--- config.mk ---
export PLATFORM = sky130hd
export DESIGN_NAME = pipe_hazard_ctrl_flat
export DESIGN_NICKNAME = d
export VERILOG_FILES = /design/src/rtl/pipe_hazard_ctrl_if.sv /design/src/rtl/pipe_hazard_ctrl.sv /design/src/flat_wrapper.sv
export SDC_FILE = /design/constraint.sdc
export NUM_CORES = 1
export LEC_CHECK = 0
export CORE_UTILIZATION = 39
export DETAILED_ROUTE_END_ITERATION = 8
export HOLD_SLACK_MARGIN = 0.08
export PLACE_DENSITY_LB_ADDON = 0.05
export SYNTH_ARGS = -nofsm -noshare
export SYNTH_HDL_FRONTEND = slang
export SYNTH_SLANG_ARGS = --single-unit
export TNS_END_PERCENT = 5
--- constraint.sdc ---
create_clock -name clk -period 1.6 [get_ports clk]
set_input_delay 0.24 -clock clk [delete_from_list [all_inputs] [get_ports clk]]
set_output_delay 0.24 -clock clk [all_outputs]
set_load 0.02 [all_outputs]
--- src/rtl/pipe_hazard_ctrl_if.sv ---
// Hazard-control bundle between the pipeline datapath (master) and pipe_hazard_ctrl (slave).
// stall_cnt is present only when HAZ_PERF_CNT_EN is defined.
interface pipe_hazard_ctrl_if;
  logic [4:0]  id_Rn;
  logic [4:0]  id_Rm;
  logic        id_use_Rn;
  logic        id_use_Rm;
  logic        ex_mem_read;
  logic [4:0]  ex_Rd;
  logic        mem_req;
  logic        mem_ready;
  logic        br_taken;
  logic        pc_en;
  logic        ifid_en;
  logic        idex_en;
  logic        exmem_en;
  logic        ifid_flush;
  logic        idex_flush;
  logic        exmem_flush;
  logic        memwb_bubble;
  logic        mem_err;
`ifdef HAZ_PERF_CNT_EN
  logic [31:0] stall_cnt;
`endif

  modport master (
    output id_Rn, id_Rm, id_use_Rn, id_use_Rm, ex_mem_read, ex_Rd,
           mem_req, mem_ready, br_taken,
    input  pc_en, ifid_en, idex_en, exmem_en,
           ifid_flush, idex_flush, exmem_flush, memwb_bubble, mem_err
`ifdef HAZ_PERF_CNT_EN
    , input stall_cnt
`endif
  );

  modport slave (
    input  id_Rn, id_Rm, id_use_Rn, id_use_Rm, ex_mem_read, ex_Rd,
           mem_req, mem_ready, br_taken,
    output pc_en, ifid_en, idex_en, exmem_en,
           ifid_flush, idex_flush, exmem_flush, memwb_bubble, mem_err
`ifdef HAZ_PERF_CNT_EN
    , output stall_cnt
`endif
  );
endinterface

--- src/rtl/pipe_hazard_ctrl.sv ---
// 5-stage pipeline sequencing controller: load-use interlock, branch flush, bounded memory wait.
// Optional stall-cycle counter enabled by the HAZ_PERF_CNT_EN macro.
module pipe_hazard_ctrl #(
  parameter int MEM_TIMEOUT = 16
) (
  input logic              clk,
  input logic              rst,
  pipe_hazard_ctrl_if.slave hif
);

  typedef enum logic [1:0] {
    RUN      = 2'd0,
    MEM_WAIT = 2'd1,
    DRAIN    = 2'd2
  } state_t;

  // Control vector order: pc, ifid, idex, exmem enables, then ifid/idex/exmem flush, memwb bubble
  localparam logic [7:0] CTL_RUN    = 8'b1111_0000;
  localparam logic [7:0] CTL_FREEZE = 8'b0000_0001;
  localparam logic [7:0] CTL_BRANCH = 8'b1111_1110;
  localparam logic [7:0] CTL_LU     = 8'b0011_0100;
  localparam logic [7:0] CTL_ABORT  = 8'b1111_0011;

  state_t      state_r;
  state_t      state_nxt;
  logic [15:0] wait_cnt_r;
  logic [15:0] wait_cnt_nxt;
  logic        mem_err_r;
  logic        err_set;
  logic        lu;
  logic        mem_stall;
  logic [7:0]  ctl;

  assign lu = hif.ex_mem_read && (hif.ex_Rd != 5'd31) &&
              ((hif.id_use_Rn && (hif.ex_Rd == hif.id_Rn)) ||
               (hif.id_use_Rm && (hif.ex_Rd == hif.id_Rm)));
  assign mem_stall = hif.mem_req && !hif.mem_ready;

  // Next-state and control decode from current state and hazard inputs
  always_comb begin
    ctl          = CTL_RUN;
    state_nxt    = RUN;
    wait_cnt_nxt = 16'd0;
    err_set      = 1'b0;
    case (state_r)
      RUN, DRAIN: begin
        if (mem_stall) begin
          ctl          = CTL_FREEZE;
          state_nxt    = MEM_WAIT;
          wait_cnt_nxt = 16'd1;
        end else if (hif.br_taken) begin
          ctl       = CTL_BRANCH;
          state_nxt = (state_r == RUN) ? DRAIN : RUN;
        end else if (lu && (state_r == RUN)) begin
          ctl = CTL_LU;
        end else begin
          ctl = CTL_RUN;
        end
      end
      MEM_WAIT: begin
        if (hif.mem_ready) begin
          if (hif.br_taken) begin
            ctl       = CTL_BRANCH;
            state_nxt = DRAIN;
          end else if (lu) begin
            ctl = CTL_LU;
          end else begin
            ctl = CTL_RUN;
          end
        end else if (wait_cnt_r >= 16'(MEM_TIMEOUT)) begin
          ctl     = CTL_ABORT;
          err_set = 1'b1;
        end else begin
          ctl          = CTL_FREEZE;
          state_nxt    = MEM_WAIT;
          wait_cnt_nxt = (wait_cnt_r == 16'hFFFF) ? wait_cnt_r : wait_cnt_r + 16'd1;
        end
      end
      default: begin
        ctl       = CTL_RUN;
        state_nxt = RUN;
      end
    endcase
  end

  assign {hif.pc_en, hif.ifid_en, hif.idex_en, hif.exmem_en,
          hif.ifid_flush, hif.idex_flush, hif.exmem_flush, hif.memwb_bubble} =
         rst ? CTL_RUN : ctl;
  assign hif.mem_err = mem_err_r;

  // State, wait counter and sticky timeout flag
  always_ff @(posedge clk or posedge rst) begin
    if (rst) begin
      state_r    <= RUN;
      wait_cnt_r <= 16'd0;
      mem_err_r  <= 1'b0;
    end else begin
      state_r    <= state_nxt;
      wait_cnt_r <= wait_cnt_nxt;
      mem_err_r  <= mem_err_r | err_set;
    end
  end

`ifdef HAZ_PERF_CNT_EN
  logic [31:0] stall_cnt_r;

  // Counts cycles in which fetch is held
  always_ff @(posedge clk or posedge rst) begin
    if (rst) begin
      stall_cnt_r <= 32'd0;
    end else if (!ctl[7]) begin
      stall_cnt_r <= stall_cnt_r + 32'd1;
    end else begin
      stall_cnt_r <= stall_cnt_r;
    end
  end

  assign hif.stall_cnt = stall_cnt_r;
`endif

endmodule

--- src/flat_wrapper.sv ---
// flat-port wrapper written by rule: the top's interface ports become plain ports
module pipe_hazard_ctrl_flat 
#(
  parameter int MEM_TIMEOUT = 16
)
  (clk, rst, hif_id_Rn, hif_id_Rm, hif_id_use_Rn, hif_id_use_Rm, hif_ex_mem_read, hif_ex_Rd, hif_mem_req, hif_mem_ready, hif_br_taken, hif_pc_en, hif_ifid_en, hif_idex_en, hif_exmem_en, hif_ifid_flush, hif_idex_flush, hif_exmem_flush, hif_memwb_bubble, hif_mem_err);
  pipe_hazard_ctrl_if hif_i ();
  input logic clk;
  input logic rst;
  input wire logic [$bits(hif_i.id_Rn)-1:0] hif_id_Rn;
  input wire logic [$bits(hif_i.id_Rm)-1:0] hif_id_Rm;
  input wire logic [$bits(hif_i.id_use_Rn)-1:0] hif_id_use_Rn;
  input wire logic [$bits(hif_i.id_use_Rm)-1:0] hif_id_use_Rm;
  input wire logic [$bits(hif_i.ex_mem_read)-1:0] hif_ex_mem_read;
  input wire logic [$bits(hif_i.ex_Rd)-1:0] hif_ex_Rd;
  input wire logic [$bits(hif_i.mem_req)-1:0] hif_mem_req;
  input wire logic [$bits(hif_i.mem_ready)-1:0] hif_mem_ready;
  input wire logic [$bits(hif_i.br_taken)-1:0] hif_br_taken;
  output wire logic [$bits(hif_i.pc_en)-1:0] hif_pc_en;
  output wire logic [$bits(hif_i.ifid_en)-1:0] hif_ifid_en;
  output wire logic [$bits(hif_i.idex_en)-1:0] hif_idex_en;
  output wire logic [$bits(hif_i.exmem_en)-1:0] hif_exmem_en;
  output wire logic [$bits(hif_i.ifid_flush)-1:0] hif_ifid_flush;
  output wire logic [$bits(hif_i.idex_flush)-1:0] hif_idex_flush;
  output wire logic [$bits(hif_i.exmem_flush)-1:0] hif_exmem_flush;
  output wire logic [$bits(hif_i.memwb_bubble)-1:0] hif_memwb_bubble;
  output wire logic [$bits(hif_i.mem_err)-1:0] hif_mem_err;
  assign hif_i.id_Rn = hif_id_Rn;
  assign hif_i.id_Rm = hif_id_Rm;
  assign hif_i.id_use_Rn = hif_id_use_Rn;
  assign hif_i.id_use_Rm = hif_id_use_Rm;
  assign hif_i.ex_mem_read = hif_ex_mem_read;
  assign hif_i.ex_Rd = hif_ex_Rd;
  assign hif_i.mem_req = hif_mem_req;
  assign hif_i.mem_ready = hif_mem_ready;
  assign hif_i.br_taken = hif_br_taken;
  assign hif_pc_en = hif_i.pc_en;
  assign hif_ifid_en = hif_i.ifid_en;
  assign hif_idex_en = hif_i.idex_en;
  assign hif_exmem_en = hif_i.exmem_en;
  assign hif_ifid_flush = hif_i.ifid_flush;
  assign hif_idex_flush = hif_i.idex_flush;
  assign hif_exmem_flush = hif_i.exmem_flush;
  assign hif_memwb_bubble = hif_i.memwb_bubble;
  assign hif_mem_err = hif_i.mem_err;
  pipe_hazard_ctrl #(.MEM_TIMEOUT(MEM_TIMEOUT)) u_core (.clk(clk), .rst(rst), .hif(hif_i));
endmodule
# --- Yosys cells after proc, flatten, opt, wreduce, memory -nomap -nowiden ---
# Cells that the tools add are included.
word_totals:
  ram_bits: 0
  rom_bits: 0
  register_bits: 19
  latchBits: 0
  memories: 0
classes:
  order_cmp: 1
  div: 0
  n_eq_ne: 7
  n_mux: 24
  shift: 0
  n_reduce_logical: 10
  add_sub_neg: 1
  n_bitwise: 1
  mul: 0
ops:
  columns: ["op", "n"]
  rows:
  - ["two-way mux 8 bit", 8]
  - ["two-way mux 16 bit", 3]
  - ["one-hot mux 16 bit (2 select lines)", 1]
  - ["adder 16 x 1 -> 16 bit, second input constant", 1]
  - ["== test 16 bit, second input constant", 1]
  - [">= comparator 16 x 5 -> 1 bit, second input constant", 1]
  - ["one-hot mux 8 bit (2 select lines)", 1]
  - ["== test 5 bit", 2]
  - ["two-way mux 2 bit", 5]
  - ["logical AND 1 bit", 6]
  - ["two-way mux 1 bit", 5]
  - ["!= test 5 bit, second input constant", 1]
  - ["!= test 4 x 3 -> 1 bit, second input constant", 1]
  - ["one-hot mux 2 bit (2 select lines)", 1]
  - ["== test 2 x 1 -> 1 bit, second input constant", 1]
  - ["== test 2 bit, second input constant", 1]
  - ["logical NOT 2 bit", 1]
  - ["OR reduction 2 bit", 1]
  - ["logical NOT 1 bit", 1]
  - ["logical OR 1 bit", 1]
  - ["bitwise OR 1 bit", 1]

# --- Depth between registers and ports, before layout ---
# Gate-level depths: netlist (run 1).
logic_depth:
  word_depth: 10
  depth_mapped: 5
  ltp_nobuf: 5

# --- Worst setup path after synthesis (run 1) ---
# Ideal clock, no wire load.
synth_path:
  path_type: "register -> output"
  from: "register u_core.wait_cnt_r[4]"
  to: "output hif_pc_en"
  required_time_ps: 1360
  setup_slack_ps: -304
  stages_incl_launch_ff: 6
  arrival_ps: 1664
  path_buffers: 1
  path_cell_list: "dfrtp_1 -> nor4_1 -> nand4_1 -> a21o_1 -> o41a_1 -> buf_4"
synth_via:
  elab_chain_cells: 5
synth_lines:
  columns: ["element", "line_no", "rtl"]
  rows:
  - ["start, declared", "pipe_hazard_ctrl.sv:26", "logic [15:0] wait_cnt_r;"]
  - ["start signal, assigned", "pipe_hazard_ctrl.sv:99", "wait_cnt_r <= wait_cnt_nxt;"]
  - [">= comparator 16 x 5 -> 1 bit", "pipe_hazard_ctrl.sv:70", "end else if (wait_cnt_r >= 16'(MEM_TIMEOUT)) begin"]
  - ["two-way mux 8 bit", "pipe_hazard_ctrl.sv:70", null]
  - ["two-way mux 8 bit", "pipe_hazard_ctrl.sv:61", "if (hif.mem_ready) begin"]
  - ["one-hot mux 8 bit (2 select lines)", "pipe_hazard_ctrl.sv:45", "case (state_r)"]
  - ["two-way mux 8 bit", "pipe_hazard_ctrl.sv:88", "rst ? CTL_RUN : ctl;"]
  - ["end, declared", "flat_wrapper.sv:19", "output wire logic [$bits(hif_i.pc_en)-1:0] hif_pc_en;"]
# No other way between the ends.

# --- Worst setup path after layout (run 1) ---
layout_path:
  from: "input hif_mem_ready"
  to: "output hif_pc_en"
layout_via:
  elab_chain_cells: 5
  word_cells_on_any_way: 6
layout_lines:
  columns: ["element", "line_no", "rtl"]
  rows:
  - ["start, declared", "flat_wrapper.sv:17", "input wire logic [$bits(hif_i.mem_ready)-1:0] hif_mem_ready;"]
  - ["logical NOT 1 bit", "pipe_hazard_ctrl.sv:37", "assign mem_stall = hif.mem_req && !hif.mem_ready;"]
  - ["logical AND 1 bit", "pipe_hazard_ctrl.sv:37", null]
  - ["two-way mux 8 bit", "pipe_hazard_ctrl.sv:47", "if (mem_stall) begin"]
  - ["one-hot mux 8 bit (2 select lines) *", "pipe_hazard_ctrl.sv:45", null]
  - ["two-way mux 8 bit *", "pipe_hazard_ctrl.sv:88", null]
# Mark *: on every way between the ends. The rest lies on a longest branch, timed or not.

==> flow_summary_export.csv, run 1 <==
group,metric,value,unit
run_status,status,"finished with violations",
run_status,violations,"negative setup slack",
die,core_area,0.00221,sq mm
global_routing,grt_pass1_wl,3420,um
run,cap_violations,0,
cts,cts.path.max_buffers,2,
cts,clk_latency,0.30,ns
global_routing,grt_pass1_vias,836,
die,ios,32,
placed_design,gp_congestion,0.787,
worst_setup_path,cp-start-kind,"input pin",
sta,finalSetupViolCount,7,
cts,cts_sinks,19,
sta,clock_skew,0.0140,ns
synth,synth_area,915,sq um
global_routing,gr-usage-all-layers,0.188,
layout,fin_cells,172,
placed_design,hpwl,1680,um
synth,yosys_warnings,0,
global_routing,antenna_found_initial,0,
drt,wl,2110,um
sta,slew_viol_final,0,
worst_hold_path,min_path_type,"input pin to asynchronous set/reset pin",
cts,cts_buffers,3,
drt,num_vias,804,
drt,wire_per_inst,12.2,um
layout,nets,170,
global_routing,grt_max_degree,14,
sta,fin_crit_sh,1.21,
layout,antenna_cells,0,
global_routing,overflow,0,
die,dieWidth,50.4,um
placed_design,dp.cells,166,
worst_setup_path,crit_slowest_cell,"clkdlybuf4s50_1",
sta,post-route-min-period,1.93,ns
die,die-area,0.00254,sq mm
die,initial_core_util,0.413,
synth,synthFlopType,"dfrtp_1",
drt,vias_per_cell,4.67,
synth,synthCells,84,
synth,yosysUniqueCellTypes,31,
drt,drc,0,
sta,fmax,518,MHz
drt,dr.first_iter.drc_count,8,
cts,cts_tree,"built",
worst_setup_path,required,1.36,ns
layout,fillers,193,
power_and_ir_drop,p_per_area,653,mW/mm^2
die,fp-row-count,17,
synth,synth.avg_cell_area,10.9,sq um
worst_setup_path,crit_chain,"clkdlybuf4s50_1 -> buf_4 -> nand2b_1 -> o2111ai_1 -> o41a_1 -> buf_6",
layout,layout-drive-gt1-share,0.285,
power_and_ir_drop,power.ir.vdd_worst,0.526,mV
cts,cts_root_buffer,"clkbuf_4",
layout,area.growth.synth_to_final,58.5,%
worst_setup_path,arrival,1.69,ns
worst_setup_path,crit_path_end_kind,"output pin",
worst_setup_path,cp_top_family,"buffers and inverters",
placed_design,preCtsSetupSlack,-0.962,ns
sta,hold_viol,0,
synth,synth.yosys.seq_area_share,0.520,
drt,firstDrtPassIters,4,
synth,synth_top_cells_by_area,"dfrtp_1, xor2_1, nor4_1",
synth,yosysMostFrequentCell,"dfrtp_1",
worst_setup_path,path_max_fanout,4,
worst_setup_path,worst_path_largest_cell_delay,0.52,ns
worst_setup_path,critPathKind,"input pin to output pin",
synth,synth_top_area_share,0.520,
synth,ys_ff_latch,19,
synth,synth-edff-count,0,
sta,worst_slack,-0.331,ns
die,fp.dieH,50.4,um
drt,ant_nets,0,
worst_setup_path,critPathBufInv,3,
synth,synth_common_cells,"dfrtp_1, xor2_1, inv_1",
synth,ys_async_sr_fraction,1.00,
synth,synth_area_leader_cell,"dfrtp_1",
power_and_ir_drop,p_leak,0.650,nW
cts,cts.clk_slew.worst_paths,0.10,ns
placed_design,port_buffers,31,
sta,grt_setup_unrepaired,"yes",
cts,h-tree-depth,1,
==> flip-flops by register name, indices dropped and copies added (netlist names) <==
register and flops:
u_core.hif.mem_err 1, u_core.state_r 2, u_core.wait_cnt_r 16
==> worst register-to-register path, stage by stage (launching register included) <==
cell and delay [ns]:
dfrtp_1 0.39, nor4_2 0.32, nand4_1 0.15, buf_4 0.16
buf_4 0.14, nand2_1 0.09, o21a_1 0.14
==> layout make-up <==
type	count	area (sq um)	area share
repair buffers	48	409	0.282
inverters	6	22.5	0.0155
well taps	28	35.0	0.0242
clock buffers	4	26.3	0.0181
multi-input cells	67	480	0.331
flip-flops and latches	19	477	0.329
==> cell families after synthesis <==
kind of cell / synth area share
compound gates: 0.108
buf+inv: 0.0410
flops: 0.520
mux: 0.0109
fa+ha+maj: 0.0274
xor+xnor: 0.115
simple gates: 0.174
other cells: 0.00410
==> stage by stage <==
stage	TNS [ns]	hold slack, ns	utilization	total power, mW	area (sq um)
2_1_floorplan	-0.350	0.206	-	0.604	975
3_3_place_gp	-5.40	0.453	0.639	0.726	1410
3_5_place_dp	-5.60	0.456	0.639	0.730	1410
4_1_cts	-1.51	0.298	0.648	0.954	1430
5_1_grt	-2.10	0.336	0.656	0.990	1450
6_report	-1.41	0.314	0.656	0.947	1450
==> layout by cell type (no fill, tap or decap), drive strengths merged <==
cell type       n
nand2b          2
a22oi           1
nand3           4
dlygate4sd2    10
o21a            1
nor2            5
or3b            1
o211a           1
nor3            1
clkdlybuf4s50  10
o31ai           1
and2            1
clkbuf          4
a21o            1
a32oi           1
conb           11
o21ai           2
ha              2
nand2           3
dfrtp          19
nor3b           1
xnor2           3
inv             6
o211ai          1
nand4           4
a21boi          1
clkdlybuf4s15   3
nor4            6
o2111ai         1
mux2i           1
buf            25
xor2            9
o41a            1
a21oi           1
==> routing by layer <==
| layer | global-route usage | vias to the layer above | share of wire |
|---|---|---|---|
| li1 | - | 405 | - |
| met4 | 0.144 | 0 | 0.034 |
| met2 | 0.327 | 17 | 0.53 |
| met5 | 0 | - | 0 |
| met3 | 0.0485 | 9 | 0.038 |
| met1 | 0.191 | 373 | 0.40 |
==> where the power goes <==
| part | internal [mW] | switching (mW) | leakage, nW |
|---|---|---|---|
| Clock | 0.0972 | 0.134 | 0.0150 |
| Sequential | 0.500 | 0.0163 | 0.231 |
| Combinational | 0.108 | 0.0904 | 0.404 |
| Total | 0.705 | 0.241 | 0.650 |
==> path summary, 6_finish.rpt <==
kind | startpoint | endpoint | slack (ns) | depth (start not counted)
min in group clk | u_core.hif.mem_err | u_core.hif.mem_err | 0.48 | 1
worst max register to register | u_core.wait_cnt_r[12] | u_core.wait_cnt_r[0] | 0.17 | 6
max in group asynchronous | rst | u_core.hif.mem_err | 1.08 | 3
worst min register to register | u_core.hif.mem_err | u_core.hif.mem_err | 0.48 | 1
worst max-delay path | hif_mem_ready | hif_pc_en | -0.33 | 6
worst min-delay path | rst | u_core.state_r[1] | 0.31 | 3
==> repair_timing <==
action	4_1_cts	5_1_grt
pin swaps	11	1
hold endpoints to repair	0	0
setup endpoints to repair	8	9
hold buffers	0	0
resized for setup	64	4
setup buffers	2	0
Power figures use the tool's default switching activity.
==> inputs of run 2 (changes only) <==
--- a/config.mk
+++ b/config.mk
@@ -5,10 +5,12 @@
 export SDC_FILE = /design/constraint.sdc
 export NUM_CORES = 1
 export LEC_CHECK = 0
+export ABC_CLOCK_PERIOD_IN_PS = 1600
 export CORE_UTILIZATION = 39
 export DETAILED_ROUTE_END_ITERATION = 8
 export HOLD_SLACK_MARGIN = 0.08
 export PLACE_DENSITY_LB_ADDON = 0.05
+export SKIP_LAST_GASP = 1
 export SYNTH_ARGS = -nofsm -noshare
 export SYNTH_HDL_FRONTEND = slang
 export SYNTH_SLANG_ARGS = --single-unit
==> flow_summary_export.csv, run 2 (synthesis gave the netlist of run 1 again) <==
group,metric,value,unit
layout,nets,170,
layout,antenna_cells,0,
die,die-area,0.00254,sq mm
layout,final_cell_mix,"dfrtp_1, buf_4, dlygate4sd2_1, conb_1, clkdlybuf4s50_1",
sta,fin_crit_sh,1.22,
die,dieWidth,50.4,um
run,cap_violations,0,
cts,cts_buffers,3,
drt,ant_nets,0,
placed_design,hpwl,1680,um
run_status,violations,"negative setup slack",
placed_design,port_buffers,31,
sta,max_slew_margin,0.670,
layout,multi_input_area,472,sq um
drt,firstDrtPassIters,4,
sta,post-route-min-period,1.95,ns
cts,cts_hold_buf,0,
global_routing,gr-usage-all-layers,0.188,
die,fp.dieH,50.4,um
worst_setup_path,crit_slowest_cell,"o41a_1",
worst_setup_path,critPathBufInv,2,
placed_design,gp_congestion,0.787,
power_and_ir_drop,p_leak,0.661,nW
layout,final_common_cell,"dfrtp_1",
worst_setup_path,worst_path_largest_cell_delay,0.49,ns
worst_setup_path,cp-start-kind,"input pin",
layout,fillers,190,
drt,dr.first_iter.drc_count,12,
sta,worst_slack,-0.353,ns
layout,post-route-util,0.657,
die,initial_core_util,0.413,
drt,num_vias,819,
drt,wire_per_inst,11.8,um
power_and_ir_drop,p_per_area,648,mW/mm^2
worst_setup_path,crit_path_end_kind,"output pin",
layout,area.growth.synth_to_final,58.8,%
drt,vias_per_cell,4.76,
run_status,status,"finished with violations",
cts,h-tree-depth,1,
worst_setup_path,r2r_slack,0.11,ns
cts,cts_sinks,19,
drt,drc,0,
die,core_area,0.00221,sq mm
cts,cts.path.max_buffers,2,
worst_setup_path,arrival,1.71,ns
worst_setup_path,crit_chain,"dlygate4sd2_1 -> xor2_1 -> nor4_2 -> a32oi_1 -> o41a_1 -> buf_6",
sta,clock_skew,0.0121,ns
sta,finalSetupViolCount,8,
worst_setup_path,critPathKind,"input pin to output pin",
sta,grt_setup_unrepaired,"yes",
sta,hold_viol,0,
sta,fmax,512,MHz
global_routing,grt_pass1_wl,3410,um
die,ios,32,
global_routing,grt_pass1_vias,836,
worst_hold_path,min_path_type,"input pin to asynchronous set/reset pin",
layout,top_register,"u_core.wait_cnt_r",
power_and_ir_drop,power,941,uW
sta,hold_ws,0.312,ns
layout,layout-drive-gt1-share,0.222,
cts,cts_tree,"built",
global_routing,antenna_found_initial,0,
cts,cts.clk_slew.worst_paths,0.10,ns
worst_setup_path,cp_top_family,"compound AO/OA/AOI/OAI gates",
worst_setup_path,path_max_fanout,2,
sta,slew_viol_final,0,
power_and_ir_drop,power.ir.vdd_worst,0.526,mV
global_routing,grt_max_degree,14,
layout,area.sequential,475,sq um
global_routing,overflow,0,
cts,cts_root_buffer,"clkbuf_4",
die,fp-row-count,17,
worst_setup_path,required,1.36,ns
cts,clk_latency,0.30,ns
drt,wl,2030,um
sta,tightestPinTransition,0.491,ns
layout,largest_reg_flops,16,
[run 2: power breakdown]
group / internal (mW) / switching [mW]
clock: 0.0971 / 0.132
combinational: 0.107 / 0.0891
sequential: 0.500 / 0.0155
[run 2: cell type report]
| type | count | share of cell area |
|---|---|---|
| timing repair buffer | 48 | 0.290 |
| multi-input combinational | 67 | 0.325 |
| inverter | 6 | 0.0155 |
| sequential | 19 | 0.327 |
| clock buffer | 4 | 0.0181 |
| tap | 28 | 0.0241 |
[run 2: final timing paths]
path	start	to	cells after the start
max	hif_id_Rm[2]	hif_pc_en	6
min	rst	u_core.state_r[1]	3
max reg2reg	u_core.wait_cnt_r[0]	u_core.wait_cnt_r[0]	4
min reg2reg	u_core.hif.mem_err	u_core.hif.mem_err	1
max in group asynchronous	rst	u_core.wait_cnt_r[10]	3
min in group clk	u_core.hif.mem_err	u_core.hif.mem_err	1
[run 2: timing repair]
action                                  in CTS  in global routing
pin swaps                                    8                  0
cloned                                       0                  0
resized for setup                           45                  2
endpoints found under the setup margin       8                  9
endpoints found under the hold margin        0                  0
setup buffers                                2                  0
[run 2: through the flow]
step | cells | cell area [sq um] | TNS (ns) | setup WS [ns]
6_report | 172 | 1450 | -2.35 | -0.353
5_1_grt | 172 | 1450 | -3.14 | -0.447
4_1_cts | 172 | 1440 | -2.46 | -0.355
3_5_place_dp | 166 | 1410 | -5.60 | -0.962
3_3_place_gp | 166 | 1410 | -5.40 | -0.910
2_1_floorplan | 94 | 975 | -0.350 | -0.214
[run 2: metal layers]
metal,up-vias,share of wire,GRT usage
met3,9,0.040,0.0485
li1,406,-,-
met2,21,0.51,0.327
met4,0,0.035,0.144
met1,383,0.41,0.189
met5,-,0,0
[run 2: tightest hold or removal path, stage by stage]
cell	delay, ns
clkdlybuf4s50_1	0.43
inv_1	0.12
buf_4	0.17
==> inputs of run 3 (changes only) <==
--- a/config.mk
+++ b/config.mk
@@ -6,8 +6,9 @@
 export NUM_CORES = 1
 export LEC_CHECK = 0
 export ABC_CLOCK_PERIOD_IN_PS = 1600
-export CORE_UTILIZATION = 39
+export CORE_UTILIZATION = 40
 export DETAILED_ROUTE_END_ITERATION = 8
+export DONT_BUFFER_PORTS = 1
 export HOLD_SLACK_MARGIN = 0.08
 export PLACE_DENSITY_LB_ADDON = 0.05
 export SKIP_LAST_GASP = 1
==> flow_summary_export.csv, run 3 (synthesis gave the netlist of run 1 again) <==
group,metric,value,unit
cts,clk_latency,0.30,ns
drt,ant_nets,0,
cts,cts.path.max_buffers,2,
layout,postLayoutCellArea,0.00115,sq mm
run_status,violations,"negative setup slack",
worst_setup_path,cp-start-kind,"flip-flop",
die,fp-row-count,16,
global_routing,grt_pass1_vias,694,
power_and_ir_drop,power.ir.vdd_worst,0.481,mV
worst_setup_path,path_max_fanout,4,
layout,layout-drive-gt1-share,0.191,
drt,firstDrtPassIters,3,
worst_setup_path,cp.depth,5,
sta,slew_viol_final,0,
placed_design,dp.cells,130,
global_routing,gr-usage-all-layers,0.152,
cts,h-tree-depth,1,
sta,post-route-min-period,1.93,ns
cts,cts_buffers,3,
worst_setup_path,required,1.36,ns
placed_design,gp_congestion,0.774,
layout,final_cell_mix,"dfrtp_1, buf_4, conb_1, xor2_1, inv_1",
layout,nets,136,
worst_setup_path,r2r_cells,4,
drt,wire_per_inst,12.3,um
cts,cts_tree,"built",
sta,worst_slack,-0.328,ns
global_routing,antenna_found_initial,0,
worst_setup_path,path_common_cell,"buf_4",
die,fp.dieH,49.8,um
worst_setup_path,crit_slowest_cell,"dfrtp_1",
sta,finalSetupViolCount,7,
placed_design,hpwl,1290,um
sta,hold_viol,0,
sta,fmax,519,MHz
layout,antenna_cells,0,
sta,clock_skew,0.00645,ns
worst_setup_path,worst_path_largest_cell_delay,0.42,ns
sta,fin_crit_sh,1.20,
cts,cts_sinks,19,
die,initial_core_util,0.444,
sta,grt_setup_unrepaired,"yes",
layout,largest_reg_flops,16,
placed_design,port_buffers,0,
drt,drc,0,
drt,dr.first_iter.drc_count,5,
global_routing,grt_max_degree,20,
layout,top_register,"u_core.wait_cnt_r",
worst_hold_path,hold_depth,1,
global_routing,overflow,0,
power_and_ir_drop,power,869,uW
global_routing,grt_pass1_wl,2800,um
cts,cts_root_buffer,"clkbuf_4",
power_and_ir_drop,p_leak,0.499,nW
sta,hold_ws,0.107,ns
layout,fillers,180,
layout,final_common_cell,"dfrtp_1",
layout,area.growth.synth_to_final,26.3,%
die,die-area,0.00248,sq mm
cts,cts.clk_slew.worst_paths,0.10,ns
placed_design,preCtsSetupSlack,-0.0484,ns
run_status,status,"finished with violations",
drt,vias_per_cell,4.99,
die,dieWidth,49.8,um
power_and_ir_drop,p_per_area,753,mW/mm^2
layout,fin_cells,137,
worst_setup_path,crit_path_end_kind,"output pin",
die,ios,32,
worst_setup_path,arrival,1.69,ns
die,core_area,0.00206,sq mm
run,cap_violations,0,
worst_hold_path,min_path_type,"input pin to flip-flop",
worst_setup_path,critPathKind,"flip-flop to output pin",
drt,num_vias,683,
worst_setup_path,cp_top_family,"compound AO/OA/AOI/OAI gates",
placed_design,placed_area,0.00108,sq mm
drt,wl,1680,um
worst_setup_path,crit_chain,"buf_4 -> a21boi_0 -> o21ai_0 -> o31ai_1 -> buf_4",
worst_setup_path,critPathBufInv,2,
[run 3: cell count changes in the layout (fill, tap and decap cells not counted), moves of 2 or more]
| cell | previous run | this run |
|---|---|---|
| clkdlybuf4s15_1 | 3 | 0 |
| dlygate4sd2_1 | 12 | 0 |
| buf_6 | 2 | 0 |
| dlygate4sd3_1 | 0 | 2 |
| clkdlybuf4s15_2 | 2 | 0 |
| clkdlybuf4s50_1 | 10 | 0 |
| nor4_2 | 5 | 3 |
| buf_4 | 17 | 11 |
[run 3: worst reg2reg max path: stages (launching register included)]
cell,delay [ns]
dfrtp_1,0.42
ha_1,0.21
nand3_1,0.11
nor4_1,0.44
o21a_1,0.19
[run 3: worst paths after layout]
path | from | end | slack [ns]
worst max-delay path | u_core.state_r[0] | hif_idex_flush | -0.33
worst min-delay path | hif_mem_ready | u_core.state_r[1] | 0.11
worst max register to register | u_core.wait_cnt_r[0] | u_core.wait_cnt_r[0] | 0.18
worst min register to register | u_core.wait_cnt_r[4] | u_core.wait_cnt_r[4] | 0.56
max in group asynchronous | rst | u_core.wait_cnt_r[7] | 0.95
min in group asynchronous | rst | u_core.state_r[1] | 0.45
[run 3: area by class of cell]
cell class	instances	area, sq um	share of cell area
Timing Repair Buffer	14	123	0.106
Tap cell	27	33.8	0.0293
Clock buffer	4	26.3	0.0228
Sequential cell	19	475	0.412
Multi-Input combinational cell	67	474	0.411
Inverter	6	22.5	0.0195
[run 3: power by group]
group	internal, mW	switching, mW	total, mW
combinational	0.0590	0.0605	0.120
clock	0.0972	0.134	0.231
sequential	0.500	0.0185	0.519
total	0.656	0.213	0.869
[run 3: routing by layer]
metal  track usage  up-vias  routed length, um
li1              -      338                  -
met3        0.0340        4                125
met5             0        -                  0
met2         0.243       25                783
met1         0.183      316                724
met4         0.100        0                 48
[run 3: repair_timing]
action,CTS,global route
pin swaps,2,2
endpoints found under the setup margin,7,8
setup buffers,0,1
hold buffers,2,0
resized for setup,2,1
hold endpoints to repair,20,0
[run 3: through the flow]
| stage | setup TNS [ns] | utilization |
|---|---|---|
| floorplan | -0.350 | - |
| global placement | -0.0530 | 0.526 |
| detailed placement | -0.0968 | 0.526 |
| CTS | -1.62 | 0.552 |
| global route | -2.25 | 0.560 |
| finish | -1.53 | 0.560 |
